[src/rtl/imem_arbiter_pkg.sv]
// Shared types and constants for the instruction-memory arbiter.
package imem_arbiter_pkg;

  // Arbiter session state: normal round-robin sharing, or loader-exclusive.
  typedef enum logic {
    StRun  = 1'b0,
    StLock = 1'b1
  } arb_state_e;

  // Reset value of the fetched instruction (addi x0, x0, 0).
  localparam logic [31:0] InstNop = 32'h0000_0013;

  // Default memory depth in 32-bit words.
  localparam int unsigned MemWordsDefault = 16384;

  // Round-robin pointer encoding: which requester is preferred on contention.
  localparam logic PtrFetch  = 1'b0;
  localparam logic PtrLoader = 1'b1;

endpackage

[src/rtl/imem_rr_pick.sv]
// Two-way round-robin picker. Purely combinational; the owner of the pointer
// updates it from the grants.
module imem_rr_pick (
  input  logic req0,
  input  logic req1,
  input  logic ptr,   // 0: req0 preferred on contention, 1: req1 preferred
  output logic gnt0,
  output logic gnt1
);

  // A lone requester always wins; on contention the pointer decides.
  always_comb begin
    gnt0 = 1'b0;
    gnt1 = 1'b0;
    if (req0 && req1) begin
      gnt0 = ~ptr;
      gnt1 = ptr;
    end else begin
      gnt0 = req0;
      gnt1 = req1;
    end
  end

endmodule

[src/rtl/imem_arbiter.sv]
// Single-port instruction-memory arbiter between the fetch stage (read-only)
// and the program loader (read/write), with a loader lock that holds the core.
// Optional feature macro: IMEM_ARB_BOUNDS_CHK_EN enables misaligned / out-of-range
// detection; without it, f_err/l_err are tied low and addresses wrap.
module imem_arbiter
  import imem_arbiter_pkg::*;
#(
  parameter int unsigned MEM_WORDS = MemWordsDefault,
  parameter int unsigned AW        = 32
) (
  input  logic          clk,
  input  logic          rst_n,
  // Fetch port
  input  logic          f_req,
  input  logic [AW-1:0] f_pc,
  output logic          f_gnt,
  output logic          f_valid,
  output logic [31:0]   f_inst,
  output logic          f_err,
  // Loader port
  input  logic          l_req,
  input  logic          l_we,
  input  logic [AW-1:0] l_addr,
  input  logic [31:0]   l_wdata,
  input  logic          l_lock,
  output logic          l_gnt,
  output logic          l_valid,
  output logic [31:0]   l_rdata,
  output logic          l_err,
  output logic [15:0]   l_wcount,
  output logic          cpu_hold,
  // Memory port
  output logic [AW-1:0] m_addr,
  output logic          m_we,
  output logic [31:0]   m_wdata,
  input  logic [31:0]   m_rdata
);

  localparam int unsigned WW = AW - 2;
  localparam logic [WW-1:0] MemWordsW = WW'(MEM_WORDS);

  arb_state_e    state_q, state_d;
  logic          ptr_q, ptr_d;
  logic          rr_f_gnt, rr_l_gnt;

  logic [WW-1:0] f_word, l_word;
  logic          f_bad, l_bad;

  logic [AW-1:0] m_addr_q, m_addr_d;

  logic          f_valid_q, f_valid_d;
  logic          f_err_q, f_err_d;
  logic [31:0]   f_inst_q, f_inst_d;
  logic          l_valid_q, l_valid_d;
  logic          l_err_q, l_err_d;
  logic [31:0]   l_rdata_q, l_rdata_d;
  logic [15:0]   wcount_q, wcount_d;

  assign f_word = f_pc[AW-1:2];
  assign l_word = l_addr[AW-1:2];

`ifdef IMEM_ARB_BOUNDS_CHK_EN
  // Faulty accesses are still granted but never touch the memory.
  assign f_bad = (f_pc[1:0] != 2'b00) || (f_word >= MemWordsW);
  assign l_bad = (l_addr[1:0] != 2'b00) || (l_word >= MemWordsW);
`else
  assign f_bad = 1'b0;
  assign l_bad = 1'b0;
`endif

  // Byte-lane bits only matter when bounds checking is compiled in.
  logic unused_addr_lsbs;
  assign unused_addr_lsbs = ^{f_pc[1:0], l_addr[1:0]};

  imem_rr_pick u_rr_pick (
    .req0 (f_req),
    .req1 (l_req),
    .ptr  (ptr_q),
    .gnt0 (rr_f_gnt),
    .gnt1 (rr_l_gnt)
  );

  // FSM next state and grants; l_lock overrides arbitration in either state.
  always_comb begin
    state_d = state_q;
    f_gnt   = 1'b0;
    l_gnt   = 1'b0;
    case (state_q)
      StRun: begin
        if (l_lock) begin
          state_d = StLock;
          l_gnt   = l_req;
        end else begin
          f_gnt = rr_f_gnt;
          l_gnt = rr_l_gnt;
        end
      end
      StLock: begin
        // Fetch stays blocked for the whole LOCK cycle, even as the lock drops.
        l_gnt = l_req;
        if (!l_lock) begin
          state_d = StRun;
        end
      end
      default: begin
        state_d = StRun;
      end
    endcase
  end

  // Pointer points away from whoever won most recently.
  always_comb begin
    ptr_d = ptr_q;
    if (f_gnt) begin
      ptr_d = PtrLoader;
    end else if (l_gnt) begin
      ptr_d = PtrFetch;
    end
  end

  // Memory address mux: winner's word address, wrapped to depth; held when idle.
  always_comb begin
    m_addr_d = m_addr_q;
    if (f_gnt) begin
      m_addr_d = {f_word % MemWordsW, 2'b00};
    end else if (l_gnt) begin
      m_addr_d = {l_word % MemWordsW, 2'b00};
    end
  end

  assign m_addr  = m_addr_d;
  // rst_n gating keeps a write granted during reset from corrupting memory.
  assign m_we    = l_gnt & l_we & ~l_bad & rst_n;
  assign m_wdata = l_wdata;

  // Response capture: one-cycle valid pulses, data held between accesses.
  always_comb begin
    f_valid_d = f_gnt;
    f_err_d   = f_gnt & f_bad;
    f_inst_d  = f_inst_q;
    if (f_gnt) begin
      f_inst_d = f_bad ? 32'h0 : m_rdata;
    end

    l_valid_d = l_gnt;
    l_err_d   = l_gnt & l_bad;
    l_rdata_d = l_rdata_q;
    if (l_gnt && l_bad) begin
      l_rdata_d = 32'h0;
    end else if (l_gnt && !l_we) begin
      l_rdata_d = m_rdata;
    end

    wcount_d = wcount_q;
    if (m_we && (wcount_q != 16'hFFFF)) begin
      wcount_d = wcount_q + 16'd1;
    end
  end

  // State, pointer and response registers with synchronous reset.
  always_ff @(posedge clk) begin
    if (!rst_n) begin
      state_q   <= StRun;
      ptr_q     <= PtrFetch;
      m_addr_q  <= '0;
      f_valid_q <= 1'b0;
      f_err_q   <= 1'b0;
      f_inst_q  <= InstNop;
      l_valid_q <= 1'b0;
      l_err_q   <= 1'b0;
      l_rdata_q <= 32'h0;
      wcount_q  <= 16'h0;
    end else begin
      state_q   <= state_d;
      ptr_q     <= ptr_d;
      m_addr_q  <= m_addr_d;
      f_valid_q <= f_valid_d;
      f_err_q   <= f_err_d;
      f_inst_q  <= f_inst_d;
      l_valid_q <= l_valid_d;
      l_err_q   <= l_err_d;
      l_rdata_q <= l_rdata_d;
      wcount_q  <= wcount_d;
    end
  end

  // A response pending when reset asserts is dropped immediately.
  assign f_valid  = f_valid_q & rst_n;
  assign l_valid  = l_valid_q & rst_n;
  assign f_inst   = f_inst_q;
  assign l_rdata  = l_rdata_q;
  assign l_wcount = wcount_q;
  assign cpu_hold = (state_q == StLock);

`ifdef IMEM_ARB_BOUNDS_CHK_EN
  assign f_err = f_err_q & rst_n;
  assign l_err = l_err_q & rst_n;
`else
  assign f_err = 1'b0;
  assign l_err = 1'b0;
  logic unused_err;
  assign unused_err = f_err_q ^ l_err_q;
`endif

endmodule
[config.mk]
export PLATFORM = sky130hd
export DESIGN_NAME = imem_arbiter
export DESIGN_NICKNAME = d
export VERILOG_FILES = /design/src/rtl/imem_arbiter_pkg.sv /design/src/rtl/imem_rr_pick.sv /design/src/rtl/imem_arbiter.sv
export SDC_FILE = /design/constraint.sdc
export NUM_CORES = 1
export LEC_CHECK = 0
export CAP_MARGIN = 10
export CORE_UTILIZATION = 37
export DETAILED_ROUTE_END_ITERATION = 10
export PLACE_DENSITY = 0.79
export SLEW_MARGIN = 20
export SYNTH_ARGS = -nofsm -noshare
export SYNTH_HDL_FRONTEND = slang
export SYNTH_SLANG_ARGS = --single-unit
export TNS_END_PERCENT = 10
[constraint.sdc]
create_clock -name clk -period 1.8 [get_ports clk]
set_clock_uncertainty 0.05 [all_clocks]
set_input_delay 0.27 -clock clk [delete_from_list [all_inputs] [get_ports clk]]
set_output_delay 0.27 -clock clk [all_outputs]
set_load 0.01 [all_outputs]
==> out/results.ini, run 1 <==
[run_status]
status=finished, violations left
failed_checks=negative setup slack

[global_routing]
grt_pass1_wl_microns=22200
met1_usage=0.245
grt_pass1_vias=4514
met3_usage=0.0696
antenna_found_initial=0
met2_usage=0.378
grt_overflow=0
busiest_layer=met2
track_usage=0.219
grt_max_degree=53

[logic_synthesis]
ys_seq_area_frac=0.491
yosys_warnings=0
syn_avg_cell_area_sq_um=8.37
synthCells=565
synthArstFlopShare=0
synth_edf_count=0
synthesis.area_sq_um=4730
ys_seq_elements=116
synth_area_leaders=dfxtp_1, nand2_1, a21oi_1
synth_top_area_share=0.491
yosysTopAreaCell=dfxtp_1
synth_ff_type=dfxtp_1
synthDistinctLibCells=36

[clock_tree]
clk_pin_slew_worst_paths_ps=50
cts_buffers=17
cts_tree=built
h-tree-depth=4
clkLatencyLatePin_ps=410
cts_root_buf=clkbuf_16
hold_buffers=0
clock_sinks=116
cts.path.max_buffers=2

[run]
drv_cap=0

[place]
hpwl_microns=9250
place_area_sq_um=6720
port_buffers=183
gp_congestion=0.879
preCtsSetupSlack_ps=-585

[route]
drtPass1Iterations=5
wl_per_cell_microns=15.9
routed_wl_microns=14900
ant_nets=0
post-route-drc-count=0
drt-initial-drc-count=269
num_vias=4579
via_per_inst=4.88

[timing]
fin_crit_ps=1950
hold_viol_final=0
clock.fmax_ghz=0.513
rsz0062_at_grt=yes
setup_ws_ps=-150
setup_viol=56
period_share=1.08
drv_slew=0

[setup_path]
crit_fanout=2
worst_setup_path_end_kind=output pin
cp.arrival_ps=1630
critPathKind=register to output pin
worstSetupStartpointType=register
crit_required_ps=1480

[layout]
nets=893
layout_common_cells=clkdlybuf4s50_1, nand2_1, dfxtp_1, a21oi_1, buf_4
area_growth_pct=66.0
final_design_area_no_fill_sq_um=7850
final_common_cell=clkdlybuf4s50_1
antenna_cells=0
drive_gt1_frac=0.277

[floorplanning]
row_count=40
core_region_area_sq_um=12200
die_w_microns=115
die_h_microns=115
ios=286
dieArea_sq_um=13200
initial_core_util=0.387

[power_and_ir_drop]
power_density_nw_per_um2=907
ir_drop_mv=0.797
leakage_nw=3.31

[hold_path]
hp-class=input pin to register

layout make-up:
type	count	area, sq um
Clock buffer	22	484
Clock inverter	9	126
Fill cell	981	4360
Inverter	7	38.8
Multi-Input combinational cell	374	2260
Sequential cell	116	2330
Tap cell	168	210
Timing Repair Buffer	242	2400
Yosys cell counts, drive strengths merged, types with 3 or more instances:
master,n
nand2,156
clkbuf,20
o21ai,15
xnor2,5
a21oi,65
and3,19
or3,3
nor2,16
inv,7
buf,49
dfxtp,116
xor2,3
and2,37
nor4,5
nand3,11
mux2i,18
nor3,3
nand4,6
metal layers:
layer,share of wire,up-vias
met3,0.061,18
li1,-,2201
met1,0.40,2186
met5,0,-
met4,0.016,0
met2,0.52,174
state kept, by name (all words and copies together), names as in the netlist:
| name | cells |
|---|---|
| l_valid_q | 1 |
| ptr_q | 1 |
| m_addr_q | 32 |
| l_rdata | 32 |
| cpu_hold | 1 |
| f_inst | 32 |
| l_wcount | 16 |
| f_valid_q | 1 |
worst max-delay path: stages (launching register included):
cell and delay [ps]:
dfxtp_2 330, buf_4 140, nor4b_4 230, or2_1 170, inv_1 70, dlygate4sd2_1 280
cell families (layout without fill, tap and decap cells):
kind of cell	count (synthesis)	after routing	synth area share
AO/OA/AOI/OAI	84	84	0.0910
buffers and inverters	76	280	0.0918
flip-flops	116	116	0.491
AND/OR/NAND/NOR	261	261	0.270
XOR/XNOR	8	8	0.0148
other	1	2	0.000793
multiplexers	18	18	0.0381
adder cells (fa/ha/maj)	1	1	0.00265
final timing paths:
kind / depth (start not counted) / slack (ps) / startpoint / end
worst max-delay path: 5 / -150 / cpu_hold / m_we
worst min-delay path: 3 / 320 / l_req / l_valid_q
worst max register to register: 11 / -110 / ptr_q / l_rdata[17]
worst min register to register: 2 / 400 / f_inst[6] / f_inst[6]
what timing repair did:
action	in CTS	in global routing
endpoints found under the setup margin	70	86
gates resized for setup	213	67
pin swaps	20	10
setup buffers	11	3
cloned	3	3
where the power goes:
group | total [mW] | switching, mW | internal [mW]
clock | 3.45 | 1.14 | 2.31
combinational | 0.960 | 0.442 | 0.518
sequential | 2.71 | 0.0464 | 2.67
metrics by stage:
| stage | total power, mW | TNS (ps) | utilization | hold slack, ps | cells |
|---|---|---|---|---|---|
| after floorplan | 3.14 | 0 | - | 342 | 566 |
| after global placement | 3.53 | -37170 | 0.550 | 391 | 887 |
| after global routing | 7.38 | -8850 | 0.643 | 330 | 938 |
| after detailed placement | 3.55 | -41550 | 0.550 | 397 | 887 |
| after CTS | 7.08 | -7630 | 0.615 | 338 | 932 |
| final | 7.12 | -4540 | 0.643 | 320 | 938 |
Power figures use the tool's default switching activity.
==> inputs of run 2 (changes only) <==
--- a/config.mk
+++ b/config.mk
@@ -9,6 +9,7 @@
 export CORE_UTILIZATION = 37
 export DETAILED_ROUTE_END_ITERATION = 10
 export PLACE_DENSITY = 0.79
+export REMOVE_ABC_BUFFERS = 1
 export SLEW_MARGIN = 20
 export SYNTH_ARGS = -nofsm -noshare
 export SYNTH_HDL_FRONTEND = slang
==> run 2 against run 1 <==
Effect of this change: critical path type unchanged; non-clock buffer count shrank 1; the run still ends with negative setup slack left; maximum frequency shrank 3.2%; register-to-register slack gained 20 ps; first-iteration DRC count grew 25%; global-route usage grew 3.1 points; sequential share of layout area grew 0.93 points; via count grew 0.68%; sequential power is essentially flat; critical endpoint is now m_addr[6]; total power shrank 7.1%; count of clock-buffer cells in the layout grew 5.
==> out/results.ini, run 2 (same netlist as run 1, synthesis figures left out) <==
[clock_tree]
h-tree-depth=4
cts_root_buf=clkbuf_16
cts_tree=built
clkLatencyLatePin_ps=410
clk_pin_slew_worst_paths_ps=50
cts_buffers=17
cts.path.max_buffers=2
clock_sinks=116
hold_buffers=0

[timing]
hold_viol_final=0
setup_ws_ps=-215
drv_slew=0
fin_crit_ps=2020
clock.fmax_ghz=0.496
period_share=1.12
setup_viol=67
rsz0062_at_grt=yes

[layout]
antenna_cells=0
final_design_area_no_fill_sq_um=7590
final_common_cell=nand2_1
fillers=1037
nets=894
drive_gt1_frac=0.236
post-route-util=0.622
area_growth_pct=60.6
layout_common_cells=nand2_1, clkdlybuf4s50_1, dfxtp_1, a21oi_1, buf_4

[setup_path]
reg2reg_to=l_rdata[3]
r2r_cells=11
regToRegStartpoint=cpu_hold
worstSetupStartpointType=register
endpoint=m_addr[6]
cp.arrival_ps=1700
crit_buf_inv=5
critPathSlowestCell=dfxtp_2
critPathKind=register to output pin
crit_top_cell=buf_6
worst_setup_path_end_kind=output pin
rrSetupSlack_ps=-90
crit_required_ps=1480
crit_chain=nor3b_4, buf_6, nand2_4, inv_8, buf_6, buf_16, o21ai_2, buf_2
path_delay_family=buffers and inverters
cp_slowest_stage_delay_ps=330
path_depth=8
crit_fanout=5
startpoint=cpu_hold

[route]
ant_nets=0
drt-initial-drc-count=335
num_vias=4610
wl_per_cell_microns=17.6
drtPass1Iterations=4
routed_wl_microns=16500
via_per_inst=4.91
post-route-drc-count=0

[floorplanning]
row_count=40
die_h_microns=115
die_w_microns=115
ios=286
dieArea_sq_um=13200
core_region_area_sq_um=12200
initial_core_util=0.387

[global_routing]
grt_pass1_wl_microns=24400
grt_max_degree=41
grt_overflow=0
antenna_found_initial=0
grt_pass1_vias=4541
track_usage=0.250

[power_and_ir_drop]
switching_power_mw=1.58
seqPwrFrac=0.410
p_int_mw=5.03
ir_drop_mv=0.516
swShare=0.239
combPwrFrac=0.137
power_density_nw_per_um2=871
power_mw=6.61
pwr-share-clk=0.453
leakage_nw=3.19

[place]
gp_congestion=0.835
place_area_sq_um=6740
port_buffers=183
hpwl_microns=11600
preCtsSetupSlack_ps=-1130

[run_status]
status=finished, violations left
failed_checks=negative setup slack

[hold_path]
hp-class=input pin to register

[run]
drv_cap=0

[run 2: power by group through the flow]
| stage | Combinational (mW) | Clock [mW] | Sequential, mW |
|---|---|---|---|
| finish | 0.902 | 3.00 | 2.71 |
| floorplan | 0.236 | 0 | 2.79 |
| global placement | 0.782 | 0 | 2.76 |
| detailed placement | 0.804 | 0 | 2.76 |
| CTS | 0.881 | 3.04 | 2.71 |
| global route | 0.963 | 3.16 | 2.72 |
[run 2: worst min-delay path by stage]
| stage | start | depth (start not counted) | slack, ps | endpoint |
|---|---|---|---|---|
| 5_1_grt | l_req | 3 | 330 | l_valid_q |
| 3_3_place_gp | l_rdata[12] | 2 | 390 | l_rdata[12] |
| 3_5_place_dp | l_rdata[8] | 2 | 400 | l_rdata[8] |
| 6_report | l_req | 3 | 340 | l_valid_q |
| 2_1_floorplan | rst_n | 1 | 290 | f_inst[0] |
| 4_1_cts | l_req | 3 | 320 | l_valid_q |
[run 2: repair_timing]
item                                    4_1_cts  5_1_grt
pin swaps                                    19        7
endpoints found under the setup margin       95       93
resized for setup                           219       38
buffers inserted                             16        1
cloned                                        5        0
[run 2: final cells by class]
class / instances / area (sq um) / share of cell area
clock inverter: 4 / 22.5 / 0.00297
multi-input combinational: 376 / 2180 / 0.287
inverter: 7 / 33.8 / 0.00445
sequential: 116 / 2320 / 0.306
timing repair buffer: 241 / 2320 / 0.306
clock buffer: 27 / 503 / 0.0662
tap: 168 / 210 / 0.0277
[run 2: per-stage QoR]
stage | setup TNS [ps] | std cells | hold WS, ps
after floorplan | -38290 | 497 | 292
after detailed placement | -73920 | 888 | 397
after CTS | -8080 | 940 | 315
after global placement | -65720 | 888 | 392
after global routing | -11890 | 939 | 331
final | -7760 | 939 | 335
[run 2: worst register-to-register path: cells and delay by family, from the launching register on]
kind                   cells  cell delay [ps]
and+or+nand+nor            4              580
AOI/OAI and AO/OA          1               60
DFF                        1              350
buffers and inverters      6              720
[run 2: routing by layer]
layer | GRT usage | vias to the layer above | wire (microns)
li1 | - | 2204 | -
met1 | 0.270 | 2150 | 6400
met2 | 0.396 | 220 | 7730
met3 | 0.133 | 36 | 1970
met4 | 0.125 | 0 | 403
met5 | 0.0259 | - | 0
==> inputs of run 3 (changes only) <==
--- a/config.mk
+++ b/config.mk
@@ -6,9 +6,9 @@
 export NUM_CORES = 1
 export LEC_CHECK = 0
 export CAP_MARGIN = 10
-export CORE_UTILIZATION = 37
+export CORE_UTILIZATION = 40
 export DETAILED_ROUTE_END_ITERATION = 10
-export PLACE_DENSITY = 0.79
+export PLACE_DENSITY = 0.84
 export REMOVE_ABC_BUFFERS = 1
 export SLEW_MARGIN = 20
 export SYNTH_ARGS = -nofsm -noshare
==> constraint.sdc (replaced) <==
create_clock -name clk -period 2.5 [get_ports clk]
set_clock_uncertainty 0.05 [all_clocks]
set_input_delay 0.375 -clock clk [delete_from_list [all_inputs] [get_ports clk]]
set_output_delay 0.375 -clock clk [all_outputs]
set_load 0.01 [all_outputs]
==> run 3 against run 2 <==
Effect of this change: the flow now finishes without violations; die area decreased by 7.4%; sequential share of layout area increased by 1.4 points; core utilization increased by 1.1 points; total power decreased by 22%; worst hold slack improved by 68 ps.
==> out/results.ini, run 3 (same netlist as run 1, synthesis figures left out) <==
[layout]
layout_common_cells=nand2_1, clkdlybuf4s50_1, dfxtp_1, a21oi_1, and2_1
drive_gt1_frac=0.103
antenna_cells=0
final_cells=883
nets=863
final_common_cell=nand2_1
area_growth_pct=53.5

[clock_tree]
cts.path.max_buffers=2
cts_tree=built
clkLatencyLatePin_ps=410
cts_root_buf=clkbuf_16
cts_buffers=17
hold_buffers=0
clock_sinks=116
clk_pin_slew_worst_paths_ps=50
h-tree-depth=4

[timing]
drv_slew=0
period_share=0.948
holdWs_ps=403
setup_viol=0
hold_viol_final=0
clock.fmax_ghz=0.422
setup_ws_ps=131
rsz0062_at_grt=no
fin_crit_ps=2370

[setup_path]
critPathKind=input pin to output pin
worstSetupStartpointType=input pin
worst_setup_path_end_kind=output pin
crit_required_ps=2080
crit_fanout=13
cp.arrival_ps=1940

[global_routing]
grt_overflow=0
grt_max_degree=75
grt_pass1_vias=4434
track_usage=0.278
grt_pass1_wl_microns=25400
antenna_found_initial=0

[route]
post-route-drc-count=0
wl_per_cell_microns=19.3
drtPass1Iterations=7
drt-initial-drc-count=368
via_per_inst=5.11
num_vias=4511
ant_nets=0
routed_wl_microns=17100

[place]
gp_congestion=0.911
hpwl_microns=12900
preCtsSetupSlack_ps=-152
port_buffers=183
numPlacedInstances=850

[floorplanning]
initial_core_util=0.412
row_count=39
die_h_microns=111
die_w_microns=111
core_region_area_sq_um=11500
ios=286
dieArea_sq_um=12300

[power_and_ir_drop]
ir_drop_mv=0.525
power_mw=5.17
power_density_nw_per_um2=712
leakage_nw=3.03

[run]
drv_cap=0

[hold_path]
hp-class=register to register

[run_status]
status=completed

## run 3: cell count changes in the layout (fill, tap and decap cells not counted), moves of 9 or more
cell,change
and2_1,+11
and2_4,-11
buf_2,-22
buf_4,-16
buf_6,-24
clkdlybuf4s50_1,+9
dlygate4sd2_1,+28
nand2_1,+12
nand2_2,-11
o21ai_0,+14
o21ai_2,-11
## run 3: metrics by stage
step / utilization / setup TNS [ps] / instance area [sq um]
2_1_floorplan: - / -5820 / 4330
3_3_place_gp: 0.575 / -1590 / 6600
3_5_place_dp: 0.575 / -1820 / 6600
4_1_cts: 0.629 / 0 / 7210
5_1_grt: 0.633 / 0 / 7260
6_report: 0.633 / 0 / 7260
## run 3: critical path: stages
cell and delay [ps]:
clkdlybuf4s50_1 480, nor3b_4 230, nand2_2 120, clkinv_4 100
buf_12 140, nand2_1 50, o21ai_0 110, dlygate4sd2_1 330
## run 3: timing repair
| item | CTS | global route |
|---|---|---|
| endpoints found under the setup margin | 33 | 2 |
| endpoints found under the hold margin | 0 | 0 |
| gates cloned | 0 | 1 |
| pin swaps | 1 | 1 |
| setup buffers | 0 | 1 |
| resized for setup | 34 | 6 |
## run 3: worst paths after layout
check,start,to,slack (ps),cells after the start
worst min-delay path,l_rdata[26],l_rdata[26],400,2
worst max-delay path,f_req,m_addr[10],130,8
worst min register to register,l_rdata[26],l_rdata[26],400,2
worst max register to register,l_wcount[0],l_wcount[4],590,6
## run 3: routing by layer
metal | part of all wire | track usage | up-vias
met5 | 0 | 0 | -
met3 | 0.17 | 0.236 | 29
li1 | - | - | 2135
met4 | 0.021 | 0.0933 | 0
met1 | 0.33 | 0.246 | 2085
met2 | 0.47 | 0.462 | 262
## run 3: layout make-up
cell class	instances	area (sq um)
inverters	7	31.3
well taps	143	179
fillers	937	4210
flip-flops and latches	116	2320
clock inverters	10	178
clock buffers	21	470
repair buffers	212	2090
multi-input cells	374	1990
## run 3: power breakdown
group | internal [mW] | switching (mW) | total, mW
combinational | 0.302 | 0.266 | 0.568
sequential | 1.92 | 0.0347 | 1.95
clock | 1.83 | 0.815 | 2.65
